[config.mk]
export PLATFORM = sky130hd
export DESIGN_NAME = iter_alu
export DESIGN_NICKNAME = d
export VERILOG_FILES = /design/src/rtl/alu_pkg.sv /design/src/rtl/iter_alu_core.sv /design/src/rtl/iter_alu.sv
export SDC_FILE = /design/constraint.sdc
export NUM_CORES = 1
export LEC_CHECK = 0
export BUFFER_PORTS_ARGS = -buffer_cell sky130_fd_sc_hd__buf_4
export CORE_MARGIN = 3
export CORE_UTILIZATION = 61
export DETAILED_ROUTE_END_ITERATION = 16
export PLACE_DENSITY = 0.92
export SLEW_MARGIN = 30
export SYNTH_ARGS = -nofsm -noshare
export SYNTH_HDL_FRONTEND = slang
export SYNTH_SLANG_ARGS = --single-unit
[constraint.sdc]
create_clock -name clk -period 4.25 [get_ports clk]
set_clock_uncertainty 0.1 [all_clocks]
set_input_delay 0.6375 -clock clk [delete_from_list [all_inputs] [get_ports clk]]
set_output_delay 0.6375 -clock clk [all_outputs]
set_load 0.005 [all_outputs]
[src/rtl/alu_pkg.sv]
// Shared encodings for the iterative ALU: operation codes and FSM state codes.
package alu_pkg;

  localparam logic [2:0] OP_SRA = 3'b000;
  localparam logic [2:0] OP_SRL = 3'b001;
  localparam logic [2:0] OP_SUB = 3'b010;
  localparam logic [2:0] OP_ADD = 3'b011;
  localparam logic [2:0] OP_SLL = 3'b100;
  localparam logic [2:0] OP_MUL = 3'b101;

  localparam logic [1:0] ST_IDLE = 2'd0;
  localparam logic [1:0] ST_BUSY = 2'd1;
  localparam logic [1:0] ST_DONE = 2'd2;

  function automatic logic is_shift(input logic [2:0] op);
    return (op == OP_SRA) || (op == OP_SRL) || (op == OP_SLL);
  endfunction

endpackage

[src/rtl/iter_alu_core.sv]
// One iteration of the shift / shift-add datapath (combinational).
// The multiply step exists only when ALU_MUL_EN is defined.
module iter_alu_core
  import alu_pkg::*;
#(
  parameter int WIDTH = 8
) (
  input  logic [2:0]       op_i,
  input  logic [WIDTH-1:0] a_i,
  input  logic [WIDTH-1:0] b_i,
`ifdef ALU_MUL_EN
  input  logic [WIDTH-1:0] acc_i,
  output logic [WIDTH-1:0] acc_o,
`endif
  output logic [WIDTH-1:0] a_o,
  output logic [WIDTH-1:0] b_o
);

`ifdef ALU_MUL_EN
  logic [WIDTH:0] sum;
`endif

  always_comb begin
    a_o = a_i;
    b_o = b_i;
`ifdef ALU_MUL_EN
    acc_o = acc_i;
    sum   = '0;
`endif
    case (op_i)
      OP_SRA: a_o = {a_i[WIDTH-1], a_i[WIDTH-1:1]};
      OP_SRL: a_o = {1'b0, a_i[WIDTH-1:1]};
      OP_SLL: a_o = {a_i[WIDTH-2:0], 1'b0};
`ifdef ALU_MUL_EN
      // {acc,b} is the product register; multiplier bits retire out of b's LSB
      OP_MUL: begin
        sum   = {1'b0, acc_i} + (b_i[0] ? {1'b0, a_i} : '0);
        acc_o = sum[WIDTH:1];
        b_o   = {sum[0], b_i[WIDTH-1:1]};
      end
`endif
      default: ;
    endcase
  end

endmodule

[src/rtl/iter_alu.sv]
// Multi-cycle ALU with valid/ready handshakes; FSM, iteration counter and result registers.
// Optional iterative unsigned multiply enabled by defining ALU_MUL_EN.
//
// state   | meaning
// ST_IDLE | ready for a new operand bundle
// ST_BUSY | iterating, one shift / shift-add step per cycle
// ST_DONE | result held on the outputs until out_ready
module iter_alu
  import alu_pkg::*;
#(
  parameter int WIDTH = 8,
  parameter int SHW   = $clog2(WIDTH)
) (
  input  logic             clk,
  input  logic             rst_n,
  input  logic             in_valid,
  output logic             in_ready,
  input  logic [WIDTH-1:0] in_a,
  input  logic [WIDTH-1:0] in_b,
  input  logic [SHW-1:0]   in_c,
  input  logic [2:0]       op,
  output logic             out_valid,
  input  logic             out_ready,
  output logic [WIDTH-1:0] ans,
  output logic [WIDTH-1:0] ans_hi,
  output logic             carry,
  output logic             zero,
  output logic             err
);

  localparam int CW = $clog2(WIDTH + 1);

  logic [1:0]       state_q, state_d;
  logic [2:0]       op_q, op_d;
  logic [WIDTH-1:0] a_q, a_d, b_q, b_d;
  logic [CW-1:0]    cnt_q, cnt_d;
  logic [WIDTH-1:0] ans_q, ans_d, ans_hi_q, ans_hi_d;
  logic             carry_q, carry_d, zero_q, zero_d, err_q, err_d;
  logic [WIDTH-1:0] core_a, core_b;
  logic [WIDTH:0]   add_w, sub_w;
  logic             mul_sel, iterative;
`ifdef ALU_MUL_EN
  logic [WIDTH-1:0] acc_q, acc_d, core_acc;
`endif

  iter_alu_core #(.WIDTH(WIDTH)) u_core (
    .op_i  (op_q),
    .a_i   (a_q),
    .b_i   (b_q),
`ifdef ALU_MUL_EN
    .acc_i (acc_q),
    .acc_o (core_acc),
`endif
    .a_o   (core_a),
    .b_o   (core_b)
  );

  assign in_ready  = (state_q == ST_IDLE);
  assign out_valid = (state_q == ST_DONE);
  assign ans       = ans_q;
  assign ans_hi    = ans_hi_q;
  assign carry     = carry_q;
  assign zero      = zero_q;
  assign err       = err_q;

  always_comb begin
    add_w = {1'b0, in_a} + {1'b0, in_b};
    sub_w = {1'b0, in_a} - {1'b0, in_b};
`ifdef ALU_MUL_EN
    mul_sel = (op == OP_MUL);
`else
    mul_sel = 1'b0;
`endif
    iterative = mul_sel || (is_shift(op) && (in_c != '0));
  end

  always_comb begin
    state_d  = state_q;
    op_d     = op_q;
    a_d      = a_q;
    b_d      = b_q;
    cnt_d    = cnt_q;
    ans_d    = ans_q;
    ans_hi_d = ans_hi_q;
    carry_d  = carry_q;
    zero_d   = zero_q;
    err_d    = err_q;
`ifdef ALU_MUL_EN
    acc_d    = acc_q;
`endif
    case (state_q)
      ST_IDLE: begin
        if (in_valid) begin
          op_d = op;
          a_d  = in_a;
          b_d  = in_b;
`ifdef ALU_MUL_EN
          acc_d = '0;
`endif
          if (iterative) begin
            state_d = ST_BUSY;
            cnt_d   = mul_sel ? CW'(WIDTH) : CW'(in_c);
          end else begin
            state_d  = ST_DONE;
            ans_hi_d = '0;
            carry_d  = 1'b0;
            err_d    = 1'b0;
            case (op)
              OP_ADD: begin
                ans_d   = add_w[WIDTH-1:0];
                carry_d = add_w[WIDTH];
              end
              OP_SUB: begin
                ans_d   = sub_w[WIDTH-1:0];
                carry_d = sub_w[WIDTH];
              end
              OP_SRA, OP_SRL, OP_SLL: ans_d = in_a;
              default: begin
                ans_d = '0;
                err_d = 1'b1;
              end
            endcase
            zero_d = ~|ans_d;
          end
        end
      end
      ST_BUSY: begin
        a_d   = core_a;
        b_d   = core_b;
        cnt_d = cnt_q - CW'(1);
`ifdef ALU_MUL_EN
        acc_d = core_acc;
`endif
        if (cnt_q == CW'(1)) begin
          state_d  = ST_DONE;
          ans_d    = core_a;
          ans_hi_d = '0;
          carry_d  = 1'b0;
          err_d    = 1'b0;
`ifdef ALU_MUL_EN
          if (op_q == OP_MUL) begin
            ans_d    = core_b;
            ans_hi_d = core_acc;
          end
`endif
          zero_d = ~|{ans_hi_d, ans_d};
        end
      end
      ST_DONE: begin
        if (out_ready) state_d = ST_IDLE;
      end
      default: state_d = ST_IDLE;
    endcase
  end

  always_ff @(posedge clk) begin
    if (!rst_n) begin
      state_q  <= ST_IDLE;
      op_q     <= '0;
      a_q      <= '0;
      b_q      <= '0;
      cnt_q    <= '0;
      ans_q    <= '0;
      ans_hi_q <= '0;
      carry_q  <= 1'b0;
      zero_q   <= 1'b0;
      err_q    <= 1'b0;
`ifdef ALU_MUL_EN
      acc_q    <= '0;
`endif
    end else begin
      state_q  <= state_d;
      op_q     <= op_d;
      a_q      <= a_d;
      b_q      <= b_d;
      cnt_q    <= cnt_d;
      ans_q    <= ans_d;
      ans_hi_q <= ans_hi_d;
      carry_q  <= carry_d;
      zero_q   <= zero_d;
      err_q    <= err_d;
`ifdef ALU_MUL_EN
      acc_q    <= acc_d;
`endif
    end
  end

endmodule

==> flow_metrics.tcl, run 1 <==
set metrics [dict create \
    outcome "complete, no violations" \
    critical_path.top_delay_family "simple AND/OR/NAND/NOR gates" \
    num_antenna_cells 0 \
    timing.final.crit_period_ns 2.87 \
    postCtsSetupBuffers 0 \
    initial_utilization 0.667 \
    yosys-top-cells-area "dfxtp_1 (22%), ha_1 (9.3%), nand2_1 (5.1%)" \
    ctsHoldBuffers 0 \
    drv_slew 0 \
    synth.cells.most_frequent "nand2_1 (35), dfxtp_1 (28), nor2_1 (26)" \
    power.ir.vdd_worst_mv 0.217 \
    die_x_um 70.9 \
    grt_first_pass_wirelength_mm 11.2 \
    report.final.hold_viol_count 0 \
    cp_data_required_time_ns 4.31 \
    max_cap_violations 0 \
    fin_nets 398 \
    cp-start-kind "register" \
    number_of_filler_cells_placed_in_the_layout 311 \
    post_cts_resize_count 0 \
    drt-met1-wl_mm 2.74 \
    hold_start "ans[6]$_SDFFE_PN0P_" \
    grt_max_degree 34 \
    whs_ns 0.365 \
    detail_route.drc_violations 0 \
    cellPowerDensity_nw_per_um2 298 \
    syn-instance-count 330 \
    setup_viol_count_final 0 \
    crit-reg2reg-capture "zero$_SDFFE_PN0P_" \
    floorplan.die.height_um 70.9 \
    critical_path.cell_chain "nand2_1, nor2_1, or3_1, nor3_1, o21ai_1, o41ai_2" \
    dpl-instance-area_sq_um 2750 \
    critPathBufInv 0 \
    clock_tree.root_cell "clkbuf_8" \
    clk_latency_ns 0.28 \
    setup_slack_ns 1.38 \
    fin_cells 398 \
    area_delta_synth_final_pct 9.64 \
    final_design_area_no_fill_sq_um 2820 \
    max_freq_mhz 349 \
    async_flop_share 0 \
    drive_above_1_share 0.163 \
    yosys_synthesis_warning_count 0 \
    yosys_most_used_dff "dfxtp_1" \
    max_stage_delay_ns 0.73 \
    tightestPinTransition_ns 0.617 \
    path_clk_slew_ns 0.11 \
    ant_nets 0 \
    static-leakage-power_nw 1.21 \
    grt_antenna_before_repair 0 \
    highest-signal-layer "met4" \
    cts-htree-levels 1 \
    synth.yosys.seq_area_share 0.218 \
    synthDistinctLibCells 68 \
    regToRegSetupSlack_ns 1.38 \
    placement.io_buffers 38 \
    totalWireLength_mm 6.85 \
    critical-path-slowest-cell "dfxtp_1" \
    dr.first_iter.drc_count 348 \
    fin_setup_tns_ns 0 \
    finalWeightedCongestion 0.944 \
    syn-mean-instance-area_sq_um 7.78 \
    design.core.area_sq_um 3850 \
    worst_setup_path_end_kind "register" \
    grt_pass1_vias 2414 \
    hold_depth 2 \
    met3RoutedLength_um 777 \
    timing.hold.worst_endpoint "ans[6]$_SDFFE_PN0P_" \
    gr-usage-all-layers 0.267 \
    dr.pass1.iters 6 \
    postSynthRegisterBits 28 \
    row_count 22 \
    cts.sinks 28 \
    post-route-period-util 0.675 \
    rsz0062_at_grt "no" \
    boundaryPins 47 \
    timing.setup.critical_path_class "register to register" \
    regToRegStartpoint "state_q[0]$_SDFFE_PN0P_" \
    synth_largest_area_cell "dfxtp_1" \
    wl_per_cell_um 17.2 \
    synthesis.area_sq_um 2570 \
    worst_ep_arrival_time_ns 2.93 \
    r2r_cells 6 \
    die-area_sq_um 5030 \
    kind_of_path_behind_the_tightest_hold_check "register to register" \
    cp_max_fo 18 \
    synth_largest_type_area_fraction 0.218 \
    synth_enable_flop_cells 0 \
    worst_max_slew_margin_expressed_relative_to_the_limit 0.588 \
    place_inst 394 \
    dp_hpwl_mm 5.03 \
    grt-ovfl-total 0 \
    routed_via_density 6.65 \
    pre_cts_slack_ns 1.13 \
    largest_buffer_count_on_any_clock_path 2 \
    most_numerous_cell_in_the_yosys_netlist "nand2_1" \
    tritoncts "yes" \
    numCtsBuffers 3 \
    vias 2645 \
    dr_wl_met2_mm 3.17 \
]
-- worst max-delay path by stage --
| stage | startpoint | to | cells past startpoint |
|---|---|---|---|
| final | state_q[0]$_SDFFE_PN0P_ | zero$_SDFFE_PN0P_ | 6 |
| after global routing | state_q[0]$_SDFFE_PN0P_ | zero$_SDFFE_PN0P_ | 6 |
| after CTS | in_a[0] | zero$_SDFFE_PN0P_ | 9 |
| after detailed placement | in_a[0] | zero$_SDFFE_PN0P_ | 9 |
| after global placement | in_a[0] | zero$_SDFFE_PN0P_ | 9 |
| after floorplan | in_a[0] | zero$_SDFFE_PN0P_ | 8 |
-- worst register-to-register path: stages (launching register included) --
cell and delay (ns):
dfxtp_1 0.73, nand2_1 0.51, nor2_1 0.42, or3_1 0.56, nor3_1 0.14, o21ai_1 0.19
o41ai_2 0.09
-- sequential cells by signal (all words and copies together), names as in the netlist --
name and flops:
state_q 2, err 1, ans 8, carry 1, zero 1, op_q 3
cnt_q 4, a_q 8
-- cell families after synthesis --
| group | count (synthesis) | share of synthesized area |
|---|---|---|
| adder cells (fa/ha/maj) | 21 | 0.108 |
| buffers and inverters | 48 | 0.106 |
| XOR/XNOR | 5 | 0.0171 |
| flip-flops | 28 | 0.218 |
| other | 1 | 0.00146 |
| AND/OR/NAND/NOR | 116 | 0.229 |
| AO/OA/AOI/OAI | 111 | 0.320 |
-- area by class of cell --
type                       instances  area, sq um  share of cell area
multi-input combinational        261         1760               0.626
sequential                        28          561               0.199
timing repair buffer              38          285               0.101
inverter                          19         76.3              0.0271
tap                               48         60.1              0.0213
clock buffer                       3         41.3              0.0147
clock inverter                     1         30.0              0.0107
-- where the power goes --
group / leakage (nW) / switching (W) / internal (W)
registers: 0.230 / 0.0000358 / 0.000288
logic: 0.944 / 0.000167 / 0.000134
clock network: 0.0357 / 0.0000876 / 0.000126
total: 1.21 / 0.000290 / 0.000548
-- through the flow --
step / util / total power, W
floorplan: - / 0.000540
global placement: 0.712 / 0.000609
detailed placement: 0.712 / 0.000618
CTS: 0.731 / 0.000831
global route: 0.731 / 0.000886
finish: 0.731 / 0.000838
-- layer usage --
metal,global-route usage,up-vias
met4,0.0689,0
met2,0.429,193
met3,0.0582,25
li1,-,1222
met1,0.363,1205
met5,0,-
-- cell usage in the layout (no fill, tap or decap), types with 4 or more instances in the layout --
| cell | count |
|---|---|
| o221ai_1 | 7 |
| ha_1 | 19 |
| nor3_1 | 4 |
| nand2_1 | 35 |
| dfxtp_1 | 28 |
| a221oi_1 | 4 |
| a211oi_1 | 4 |
| inv_1 | 18 |
| nor2_1 | 26 |
| nand3b_1 | 6 |
| o22a_1 | 14 |
| nor2b_1 | 9 |
| a21boi_0 | 6 |
| buf_4 | 38 |
| o211ai_1 | 5 |
| o21ai_0 | 8 |
| o21ai_1 | 5 |
| nand3_1 | 12 |
| conb_1 | 8 |
| a21oi_1 | 21 |
| a31oi_1 | 6 |
| nand2b_1 | 4 |
(Power assumes the default switching activity.)
==> run 2, diff against run 1 <==
--- a/config.mk
+++ b/config.mk
@@ -7,9 +7,9 @@
 export LEC_CHECK = 0
 export BUFFER_PORTS_ARGS = -buffer_cell sky130_fd_sc_hd__buf_4
 export CORE_MARGIN = 3
-export CORE_UTILIZATION = 61
+export CORE_UTILIZATION = 51
 export DETAILED_ROUTE_END_ITERATION = 16
-export PLACE_DENSITY = 0.92
+export PLACE_DENSITY = 0.83
 export SLEW_MARGIN = 30
 export SYNTH_ARGS = -nofsm -noshare
 export SYNTH_HDL_FRONTEND = slang
==> constraint.sdc (replaced) <==
create_clock -name clk -period 2.5 [get_ports clk]
set_clock_uncertainty 0.1 [all_clocks]
set_input_delay 0.375 -clock clk [delete_from_list [all_inputs] [get_ports clk]]
set_output_delay 0.375 -clock clk [all_outputs]
set_load 0.005 [all_outputs]
==> run 2 against run 1 <==
Via count grew 0.60%. Critical path type is now input pin to register. First-iteration DRC count shrank 10%. Die area grew 18%. Wire length grew 0.25%. Clock power grew 19%. Global-route usage shrank 3.6 points. Worst hold slack lost 0.041 ns. Largest cell class unchanged. Combinational power grew 92%. Highest routed layer unchanged.
==> flow_metrics.tcl, run 2 (same netlist as run 1, synthesis figures left out) <==
set metrics [dict create \
    report.final.hold_viol_count 0 \
    final_design_area_no_fill_sq_um 3090 \
    fin_cells 449 \
    row_count 25 \
    num_antenna_cells 0 \
    rsz0062_at_grt "no" \
    crit-reg2reg-capture "zero$_SDFFE_PN0P_" \
    worst_max_slew_margin_expressed_relative_to_the_limit 0.665 \
    cts.sinks 28 \
    regToRegStartpoint "op_q[2]$_SDFFE_PN0P_" \
    numCtsBuffers 3 \
    hold_depth 3 \
    boundaryPins 47 \
    grt_first_pass_wirelength_mm 11.4 \
    cp-start-kind "input pin" \
    fin_setup_tns_ns 0 \
    ant_nets 0 \
    cp_max_fo 3 \
    design.core.area_sq_um 4790 \
    dr.pass1.iters 5 \
    grt_antenna_before_repair 0 \
    detail_route.drc_violations 0 \
    cts-htree-levels 1 \
    hold_start "op[1]" \
    kind_of_path_behind_the_tightest_hold_check "input pin to register" \
    finalWeightedCongestion 0.890 \
    cp_data_required_time_ns 2.59 \
    clock_tree.root_cell "clkbuf_8" \
    initial_utilization 0.537 \
    r2r_cells 7 \
    timing.hold.worst_endpoint "op_q[1]$_SDFFE_PN0P_" \
    worst_ep_arrival_time_ns 2.48 \
    die_x_um 77.0 \
    tritoncts "yes" \
    dp_hpwl_mm 5.31 \
    placement.io_buffers 38 \
    drv_slew 0 \
    setup_viol_count_final 0 \
    dr.first_iter.drc_count 313 \
    fin_nets 431 \
    largest_buffer_count_on_any_clock_path 2 \
    floorplan.die.height_um 77.0 \
    wl_per_cell_um 15.3 \
    timing.setup.critical_path_class "input pin to register" \
    place_inst 446 \
    power.ir.vdd_worst_mv 0.263 \
    path_clk_slew_ns 0.10 \
    layout.cells.most_common "buf_4" \
    routed_via_density 5.93 \
    drive_above_1_share 0.246 \
    totalWireLength_mm 6.87 \
    static-leakage-power_nw 1.36 \
    cellPowerDensity_nw_per_um2 445 \
    grt_pass1_vias 2534 \
    max_freq_mhz 419 \
    timing.final.crit_period_ns 2.39 \
    post-route-period-util 0.955 \
    most-common-layout-cells "buf_4 (71), nand2_1 (35), dfxtp_1 (28)" \
    clk_latency_ns 0.28 \
    dpl-instance-area_sq_um 3020 \
    vias 2661 \
    postCtsSetupBuffers 0 \
    max_cap_violations 0 \
    worst_setup_path_end_kind "register" \
    die-area_sq_um 5920 \
    outcome "complete, no violations" \
    tightestPinTransition_ns 0.499 \
    gr-usage-all-layers 0.231 \
    area_delta_synth_final_pct 20.2 \
    grt-ovfl-total 0 \
    grt_max_degree 34 \
    whs_ns 0.324 \
    regToRegSetupSlack_ns 0.29 \
]
## run 2: cell types whose count changed in the layout (fill, tap and decap cells not counted), sizes merged
cell and delta:
buf +33, bufinv -1
## run 2: worst max-delay path: stages
cell and delay [ns]:
buf_4 0.12, inv_1 0.07, ha_1 0.14, inv_1 0.05
fa_2 0.36, nand3_2 0.08, a21oi_1 0.06, a31oi_1 0.20
xor2_1 0.21, o21ai_1 0.11, or4_4 0.50, o41ai_4 0.20
## run 2: layout make-up
cell class / count / area (sq um)
clock buffers: 3 / 41.3
fillers: 437 / 1700
multi-input cells: 261 / 1790
well taps: 67 / 83.8
repair buffers: 71 / 533
flip-flops and latches: 28 / 561
inverters: 19 / 76.3
## run 2: through the flow
| step | worst slack (ns) | total power, W | util |
|---|---|---|---|
| 5_1_grt | 0.0252 | 0.00146 | 0.645 |
| 3_5_place_dp | -0.183 | 0.00111 | 0.632 |
| 6_report | 0.113 | 0.00137 | 0.645 |
| 3_3_place_gp | -0.150 | 0.00110 | 0.632 |
| 2_1_floorplan | 0.0762 | 0.000919 | - |
| 4_1_cts | 0.109 | 0.00136 | 0.641 |
## run 2: worst max path at each step
stage,start,endpoint,slack [ns],cells past startpoint
after detailed placement,in_a[0],zero$_SDFFE_PN0P_,-0.18,12
after global routing,in_b[1],zero$_SDFFE_PN0P_,0.03,9
final,in_a[0],zero$_SDFFE_PN0P_,0.11,12
after floorplan,in_b[1],zero$_SDFFE_PN0P_,0.08,8
after global placement,in_a[0],zero$_SDFFE_PN0P_,-0.15,12
after CTS,in_a[0],zero$_SDFFE_PN0P_,0.11,12
## run 2: repair_timing
item | 4_1_cts | 5_1_grt
endpoints found under the hold margin | 0 | 0
setup endpoints to repair | 0 | 2
gates resized for setup | 0 | 3
hold buffers | 0 | 0
## run 2: metal layers
metal,global-route usage,up-vias,wire length [um]
met5,0,-,0
met4,0.0783,0,133
met3,0.0235,18,450
met2,0.389,112,3270
met1,0.308,1240,3020
li1,-,1291,-
## run 2: power by group
part,switching [W],internal [W],leakage (nW),total [W]
logic,0.000298,0.000279,1.11,0.000577
clock network,0.000146,0.000109,0.0216,0.000254
registers,0.0000533,0.000489,0.230,0.000543
total,0.000497,0.000877,1.36,0.00137
==> run 3, diff against run 2 <==
--- a/config.mk
+++ b/config.mk
@@ -10,6 +10,7 @@
 export CORE_UTILIZATION = 51
 export DETAILED_ROUTE_END_ITERATION = 16
 export PLACE_DENSITY = 0.83
+export RECOVER_POWER = 100
 export SLEW_MARGIN = 30
 export SYNTH_ARGS = -nofsm -noshare
 export SYNTH_HDL_FRONTEND = slang
==> run 3 against run 2 <==
Flip-flop and latch count stayed put. Via count is 0.23% lower. Wire length down 1.1%. Sequential power barely moved. Critical path type unchanged. Highest routed layer unchanged. Worst hold slack worse by 0.0078 ns. Critical path depth did not move.
==> flow_metrics.tcl, run 3 (same netlist as run 1, synthesis figures left out) <==
set metrics [dict create \
    crit_top_cell "inv_1" \
    path_clk_slew_ns 0.09 \
    fin_nets 431 \
    most-common-layout-cells "buf_4 (54), nand2_1 (35), dfxtp_1 (28)" \
    critical_path.cell_chain "buf_4, inv_1, ha_1, inv_1, fa_2, nand3_2, a21oi_1, a31oi_1, xor2_1, o21ai_1, or4_4, o41ai_4" \
    dr.first_iter.drc_count 296 \
    largest_buffer_count_on_any_clock_path 2 \
    max_cap_violations 0 \
    grt_first_pass_wirelength_mm 11.4 \
    finalWeightedCongestion 0.890 \
    vias 2655 \
    design.core.area_sq_um 4790 \
    number_of_filler_cells_placed_in_the_layout 441 \
    report.final.hold_viol_count 0 \
    whs_ns 0.316 \
    cp_max_fo 3 \
    worst_max_slew_margin_expressed_relative_to_the_limit 0.503 \
    placement.io_buffers 38 \
    routed_via_density 5.91 \
    r2r_cells 7 \
    place_inst 446 \
    critPathBufInv 3 \
    detail_route.drc_violations 0 \
    critical-path-slowest-cell "or4_4" \
    tightestPinTransition_ns 0.745 \
    die_x_um 77.0 \
    max_freq_mhz 418 \
    num_antenna_cells 0 \
    post-route-period-util 0.957 \
    power.ir.vdd_worst_mv 0.264 \
    cp_data_required_time_ns 2.59 \
    grt_max_degree 34 \
    grt_antenna_before_repair 0 \
    worst_ep_arrival_time_ns 2.48 \
    totalWireLength_mm 6.79 \
    fin_setup_tns_ns 0 \
    clk_latency_ns 0.28 \
    die-area_sq_um 5920 \
    cts-htree-levels 1 \
    drive_above_1_share 0.233 \
    cellPowerDensity_nw_per_um2 444 \
    grt-ovfl-total 0 \
    static-leakage-power_nw 1.34 \
    hold_depth 3 \
    kind_of_path_behind_the_tightest_hold_check "input pin to register" \
    floorplan.die.height_um 77.0 \
    gr-usage-all-layers 0.231 \
    total_power_after_layout_w 0.00136 \
    dr.pass1.iters 5 \
    crit-reg2reg-capture "zero$_SDFFE_PN0P_" \
    regToRegSetupSlack_ns 0.23 \
    regToRegStartpoint "op_q[2]$_SDFFE_PN0P_" \
    clock_tree.root_cell "clkbuf_8" \
    tritoncts "yes" \
    worst_setup_path_end_kind "register" \
    timing.hold.worst_endpoint "op_q[1]$_SDFFE_PN0P_" \
    cp-start-kind "input pin" \
    drv_slew 0 \
    ant_nets 0 \
    initial_utilization 0.537 \
    numCtsBuffers 3 \
    grt_pass1_vias 2534 \
    outcome "complete, no violations" \
    timing.final.crit_period_ns 2.39 \
    setup_viol_count_final 0 \
    cts.sinks 28 \
    boundaryPins 47 \
    wl_per_cell_um 15.1 \
    row_count 25 \
    area_delta_synth_final_pct 19.2 \
    critical_path.top_delay_family "simple AND/OR/NAND/NOR gates" \
    hold_start "op[1]" \
    max_stage_delay_ns 0.50 \
    layout.cells.most_common "buf_4" \
    timing.setup.critical_path_class "input pin to register" \
    dp_hpwl_mm 5.31 \
    fin_cells 449 \
]
-- run 3: cell types whose count changed in the layout (fill, tap and decap cells not counted), sizes merged --
cell    before  now
buf         71   54
clkbuf       3   20
-- run 3: through the flow --
step,utilization,setup WS (ns),instance area [sq um]
finish,0.640,0.107,3060
global route,0.640,-0.00186,3060
CTS,0.641,0.109,3070
detailed placement,0.632,-0.183,3020
global placement,0.632,-0.150,3020
floorplan,-,0.0762,2600
-- run 3: area by class of cell --
type | instances | area [sq um] | share of cell area
Multi-Input combinational cell | 261 | 1780 | 0.582
Timing Repair Buffer | 71 | 518 | 0.169
Inverter | 19 | 76.3 | 0.0249
Clock buffer | 3 | 41.3 | 0.0135
Sequential cell | 28 | 561 | 0.183
Tap cell | 67 | 83.8 | 0.0274
-- run 3: worst max-delay path by stage --
| stage | from | endpoint | slack [ns] | depth (start not counted) |
|---|---|---|---|---|
| floorplan | in_b[1] | zero$_SDFFE_PN0P_ | 0.08 | 8 |
| global placement | in_a[0] | zero$_SDFFE_PN0P_ | -0.15 | 12 |
| detailed placement | in_a[0] | zero$_SDFFE_PN0P_ | -0.18 | 12 |
| CTS | in_a[0] | zero$_SDFFE_PN0P_ | 0.11 | 12 |
| global route | op[0] | zero$_SDFFE_PN0P_ | -0.002 | 9 |
| finish | in_a[0] | zero$_SDFFE_PN0P_ | 0.11 | 12 |
-- run 3: worst min-delay path: cells and delay by family --
kind,cells,cell delay (ns)
AND/OR/NAND/NOR,1,0.07
buffers and inverters,1,0.15
AO/OA/AOI/OAI,1,0.07
-- run 3: power by group --
group | switching, W | internal (W)
combinational | 0.000294 | 0.000271
clock | 0.000143 | 0.000109
sequential | 0.0000522 | 0.000489
-- run 3: routing by layer --
layer	share of wire	vias to the layer above	global-route usage
met5	0	-	0
met4	0.016	0	0.0783
met3	0.067	13	0.0235
met2	0.48	103	0.389
met1	0.43	1246	0.308
li1	-	1293	-
-- run 3: what timing repair did --
action / in CTS / in global routing
hold buffers: 0 / 0
setup endpoints to repair: 0 / 2
resized for setup: 0 / 3
setup buffers: 0 / 0
